`config.mk`:
```
export PLATFORM = sky130hd
export DESIGN_NAME = dyn_shiftrow
export DESIGN_NICKNAME = d
export VERILOG_FILES = /design/src/rtl/dyn_shiftrow.sv
export SDC_FILE = /design/constraint.sdc
export NUM_CORES = 1
export LEC_CHECK = 0
export BUFFER_PORTS_ARGS = -buffer_cell sky130_fd_sc_hd__buf_2
export CORE_MARGIN = 2
export CORE_UTILIZATION = 60
export DETAILED_ROUTE_END_ITERATION = 8
export PLACE_DENSITY = 0.86
export SETUP_SLACK_MARGIN = 0.05
export SYNTH_ARGS = -nofsm -noshare
export SYNTH_HDL_FRONTEND = slang
export SYNTH_SLANG_ARGS = --single-unit
```
`constraint.sdc`:
```
create_clock -name clk -period 22.4 [get_ports clk]
set_input_delay 4.48 -clock clk [delete_from_list [all_inputs] [get_ports clk]]
set_output_delay 4.48 -clock clk [all_outputs]
set_load 0.02 [all_outputs]
```
`src/rtl/dyn_shiftrow.sv`:
```
// Registered AES ShiftRows stage with per-block row rotations (forward or inverse)
// followed by a 2-entry output FIFO that keeps in_ready free of any out_ready path.
module dyn_shiftrow #(
  parameter int NB      = 4,
  parameter int SW      = $clog2(NB),
  parameter int DYNAMIC = 1
) (
  input  logic              clk,
  input  logic              rst,
  input  logic              in_valid,
  output logic              in_ready,
  input  logic [32*NB-1:0]  in_data,
  input  logic              in_inv,
  input  logic [4*SW-1:0]   in_shift,
  output logic              out_valid,
  input  logic              out_ready,
  output logic [32*NB-1:0]  out_data,
  output logic [15:0]       blk_cnt
);

  localparam int W = 32 * NB;

  logic [W-1:0] perm;
  logic [W-1:0] mem [2];
  logic         wr_ptr;
  logic         rd_ptr;
  logic [1:0]   count;
  logic         push;
  logic         pop;

  // Column indices are SW bits wide, so the mod-NB wrap of c +/- s is free.
  for (genvar r = 0; r < 4; r++) begin : g_row
    logic [SW-1:0] s;
    assign s = (DYNAMIC != 0) ? in_shift[r*SW +: SW] : SW'(r);

    for (genvar c = 0; c < NB; c++) begin : g_col
      logic [SW-1:0] src;
      assign src = in_inv ? (SW'(c) - s) : (SW'(c) + s);
      assign perm[W-1-32*c-8*r -: 8] = in_data[W-1-32*int'(src)-8*r -: 8];
    end
  end

  assign in_ready  = (count != 2'd2);
  assign out_valid = (count != 2'd0);
  assign out_data  = mem[rd_ptr];
  assign push      = in_valid && in_ready;
  assign pop       = out_valid && out_ready;

  always_ff @(posedge clk) begin
    if (rst) begin
      wr_ptr  <= 1'b0;
      rd_ptr  <= 1'b0;
      count   <= 2'd0;
      blk_cnt <= 16'd0;
    end else begin
      if (push) begin
        wr_ptr  <= ~wr_ptr;
        blk_cnt <= blk_cnt + 16'd1;
      end
      if (pop) begin
        rd_ptr <= ~rd_ptr;
      end
      if (push && !pop) begin
        count <= count + 2'd1;
      end else if (pop && !push) begin
        count <= count - 2'd1;
      end
    end
  end

  // Storage needs no reset; count alone decides which entries are meaningful.
  always_ff @(posedge clk) begin
    if (push && !rst) begin
      mem[wr_ptr] <= perm;
    end
  end

endmodule

```
# [Word level (Yosys, flattened, before mapping)]
# Memory sizes are Yosys's and may differ from the RTL's. A register that Yosys moved wholly into a read port is not among the register bits.
# Index checks and enable logic that the tools add are counted.
[word_totals] mem_bits_rw=256 reg_bits=20 elab_cells=115 n_memories=1
[mem_list] name="mem" words=2 width=128 read_ports=1 rd_ports_with_merged_regs=1 wr=1 line="24" text="logic [W-1:0] mem [2];"
[op_classes] add_sub_neg=59 shift=16 reduce_logical=10 bitwise_logic=2 n_eq_ne=1 muxes=22
[op_table] op="135-bit by 9-bit variable part select with 8-bit output" n=12
[op_table] op="135-bit by 8-bit variable part select with 8-bit output" n=4
[op_table] op="7-bit by 7-bit subtractor with 8-bit output (first input constant)" n=16
[op_table] op="8-bit by 6-bit subtractor with 9-bit output (second input constant)" n=8
[op_table] op="2-bit two-way mux" n=18
[op_table] op="8-bit by 5-bit subtractor with 9-bit output (second input constant)" n=4
[op_table] op="16-bit by 1-bit adder with 16-bit output (second input constant)" n=1
[op_table] op="2-bit adder (first input constant)" n=8
[op_table] op="1-bit by 2-bit subtractor with 2-bit output (first input constant)" n=8
[op_table] op="2-bit subtractor (first input constant)" n=8
[op_table] op="1-bit by 2-bit adder with 2-bit output (first input constant)" n=4
[op_table] op="1-bit logical AND" n=5
[op_table] op="1-bit two-way mux" n=4
[op_table] op="2-bit nonzero test" n=2
[op_table] op="1-bit logical NOT" n=3
[op_table] op="2-bit by 1-bit adder with 2-bit output (second input constant)" n=1
[op_table] op="2-bit != test (second input constant)" n=1
[op_table] op="1-bit NOT" n=2
[op_table] op="2-bit by 1-bit subtractor with 2-bit output (second input constant)" n=1

# [Logic depth before layout (Yosys ltp)]
[logic_depth] depth_word=6 depth_mapped=8 mapped_depth_nobuf=8

# [Worst setup path before layout]
# Ideal clock, no wire load.
[synth_timing] path_type="input-to-reg" start="input port in_valid" end="memory mem[1][0] in the netlist's numbering (enable)" stages=3 arrival_ns=14.080 setup_slack_ns=7.520 t_required_ns=21.599 n_path_buf=1 cell_sequence="buf_4 -> nand2_1 -> nor3b_1"
[synth_between] elab_chain_cells=4
[synth_rtl] element="from (decl)" line="10" text="input logic in_valid,"
[synth_rtl] element="1-bit logical AND" line="46" text="assign push = in_valid && in_ready;"
[synth_rtl] element="1-bit logical AND" line="73" text="if (push && !rst) begin"
[synth_rtl] element="1-bit two-way mux" line="73"
[synth_rtl] element="1-bit two-way mux (implied by the code)" line="74" text="mem[wr_ptr] <= perm;"
[synth_rtl] element="to (decl)" line="24"
# Every way passes these cells.

==> run_results.csv <==
group,metric,value,unit
outcome,status,"finished, final reports clean",
floorplan,die_h,158.2,microns
detailed_routing,drtAntennaViolNets,0,
sta,rsz0062_at_grt,"no",
global_routing,grt-ovfl-total,0,
global_routing,grt_antenna_before_repair,4,
global_routing,grt_pass1_wl,49400,microns
power,ir_drop,0.06416,mV
setup_path,crit_fanout,70,
synthesis,yosysTopAreaCellShare,53.90,%
detailed_routing,vias_per_cell,5.992,
sta,tightestPinTransition,1.284,ns
placed_design,dp.final_hpwl,20940,microns
sta,fmax,133.9,MHz
synthesis,synth_top_area_cell,"edfxtp_1",
sta,fin_crit_sh,33.33,%
synthesis,syn_inst,1102,
power,power.density,93.26,mW/mm^2
clock_network,cts_made_buffers,29,
setup_path,required,17.92,ns
detailed_routing,dr.first_iter.drc_count,725,
power,clockPowerShare,31.2,%
placed_design,portBuffers,286,
detailed_routing,route.met3.wl,2708,microns
floorplan,placeableCoreArea,0.02340,sq mm
detailed_routing,totalWireLength,32730,microns
setup_path,reg2reg_depth,6,
final_layout,fillers,1629,
power,p_int,1.094,mW
synthesis,synthTopCellsByArea,"edfxtp_1 (54%), mux2_2 (10%), mux2i_1 (9.0%)",
final_layout,drive_gt1_share,35.39,%
synthesis,ys_seq_area_share,56.85,%
clock_network,clk_latency,0.54,ns
synthesis,syn-num-nets,1245,
synthesis,synth_cell_types,35,
synthesis,synth_area,0.01426,sq mm
job,drv_cap,0,
clock_network,clock-sinks,277,
sta,hold_violations,0,
sta,finClkSkew,0.01535,ns
sta,slew-limit-headroom,14.32,%
sta,maxSlewViolCount,0,
placed_design,place.gp.congestion,0.8507,
sta,final.min_clock_period,7.466,ns
detailed_routing,drt_drc_violations_left,0,
clock_network,path_clk_slew,0.06,ns
clock_network,clockBufferDepth,3,
synthesis,synth_seq_cells,277,
clock_network,postCtsSetupBuffers,0,
power,p_switching,0.4796,mW
floorplan,ios,287,
final_layout,layout_common_cells,"buf_2 (286), edfxtp_1 (256), a21oi_1 (136)",
setup_path,rrSetupSlack,19.27,ns
global_routing,grt_usage,24.97,%
floorplan,num_rows,56,
global_routing,grt_pass1_vias,9722,
synthesis,postSynthAreaPerCell,12.94,sq um
power,power_frac_comb,27.3,%
final_layout,syn2layout_area_growth,18.31,%
final_layout,final_common_cell,"buf_2",
floorplan,dieArea,0.02502,sq mm
floorplan,start_util,60.94,%
sta,fin_setup_tns,0,ns
floorplan,die_width,158.2,microns
detailed_routing,wl_per_cell,19.27,microns
setup_path,path_class,"reg2out",
power,power_frac_seq,41.5,%
hold_path,hold_path_depth,2,
detailed_routing,wl_met1,13360,microns
detailed_routing,wl_met2,15440,microns
final_layout,finish.utilization,72.10,%
clock_network,post_cts_resized,0,
detailed_routing,vias,10181,
clock_network,root_buffer,"clkbuf_16",
global_routing,grt_max_degree,71,
sta,finalSetupViolCount,0,
setup_path,critPathCaptureType,"output port",
synthesis,synth_warnings,0,
power,leakage,6.282,nW
final_layout,layout.nets,1496,
detailed_routing,firstDrtPassIters,5,
power,switching_share,30.48,%
clock_network,postCtsHoldBufs,0,
setup_path,crit_arrival,2.99,ns
clock_network,tritoncts,"built",
clock_network,htree_levels,1,
setup_path,startpoint_type,"flip-flop",
hold_path,hold_class,"reg2reg",
detailed_routing,top_layer,"met4",
==> per-stage QoR <==
stage                     setup WS, ns  instances  power (mW)  hold slack [ns]  instance area, sq um
after floorplan                  7.520       1102      0.9656           0.4618                 14260
after global placement           15.31       1641       1.083           0.4764                 15890
after detailed placement         15.27       1641       1.093           0.4868                 15890
after CTS                        14.90       1695       1.582           0.4950                 16860
after global routing             14.78       1699       1.632           0.5204                 16870
final                            14.93       1699       1.574           0.4892                 16870
==> kinds of logic (layout without fill, tap and decap cells) <==
| family | count (synthesis) | in the layout | synth area share (%) |
|---|---|---|---|
| AOI/OAI and AO/OA | 271 | 271 | 11.80 |
| xor gates and xnor gates | 20 | 20 | 1.649 |
| adders and majority gates | 2 | 2 | 0.1754 |
| buffers and inverters | 86 | 360 | 2.474 |
| DFF | 277 | 277 | 56.85 |
| muxes | 257 | 257 | 19.17 |
| other | 0 | 4 | 0 |
| and+or+nand+nor | 189 | 189 | 7.887 |
==> state kept, by name, summed over array words and instances (netlist names), named ones only <==
name	cells
blk_cnt	16
count	2
rd_ptr	1
wr_ptr	1
mem	256
==> Yosys cell counts <==
| master | n |
|---|---|
| edfxtp_1 | 256 |
| a21oi_1 | 136 |
| nor2b_1 | 134 |
| mux2_2 | 129 |
| a211oi_1 | 128 |
| mux2i_1 | 128 |
| clkbuf_1 | 50 |
| dfxtp_1 | 21 |
| buf_1 | 19 |
| nor2_1 | 13 |
| nand2_1 | 12 |
| buf_2 | 9 |
| xor2_1 | 9 |
| nand4_1 | 8 |
| buf_4 | 5 |
| o21ai_0 | 5 |
| or3_1 | 5 |
| xnor2_2 | 4 |
| xor2_2 | 4 |
| nand3_1 | 3 |
| nor3_1 | 3 |
| xnor2_1 | 3 |
| and3_1 | 2 |
| and4_1 | 2 |
| ha_1 | 2 |
| inv_1 | 2 |
| nor4_1 | 2 |
| a31o_2 | 1 |
| and2_1 | 1 |
| clkinv_1 | 1 |
| nand4bb_1 | 1 |
| nor3b_1 | 1 |
| o31ai_1 | 1 |
| or2_2 | 1 |
| or4_1 | 1 |
==> power by group through the flow <==
stage | registers, mW | logic, mW | clock network [mW]
2_1_floorplan | 0.660 | 0.305 | 0
3_3_place_gp | 0.663 | 0.420 | 0
3_5_place_dp | 0.665 | 0.427 | 0
6_report | 0.654 | 0.429 | 0.491
4_1_cts | 0.655 | 0.430 | 0.497
5_1_grt | 0.660 | 0.457 | 0.515
==> per-layer routing <==
metal	global-route usage, %	vias up
li1	-	4769
met1	31.96	4908
met2	40.83	415
met3	6.159	89
met4	10.42	0
met5	0	-
==> final timing paths <==
kind	from	end
min reg2reg	count[1]	count[1]
max	flip-flop	out_data[86]
max reg2reg	count[0]	mem[1][55]
min	count[1]	count[1]
==> layout make-up <==
cell class                      count  area, sq um  share of cell area [%]
Sequential cell                   277         8112                   48.07
Multi-Input combinational cell    739         5812                   34.44
Timing Repair Buffer              303         1559                   9.239
Clock buffer                       38        759.5                   4.501
Tap cell                          319        399.1                   2.365
Clock inverter                     16        211.5                   1.253
Inverter                            3        11.26                 0.06674
Antenna cell                        4        10.01                 0.05932
==> critical path, stage by stage (launching register included) <==
cell and delay (ns):
dfxtp_4 0.88, buf_4 0.86, mux2_2 0.44, buf_2 0.16
Power figures use the tool's default switching activity.
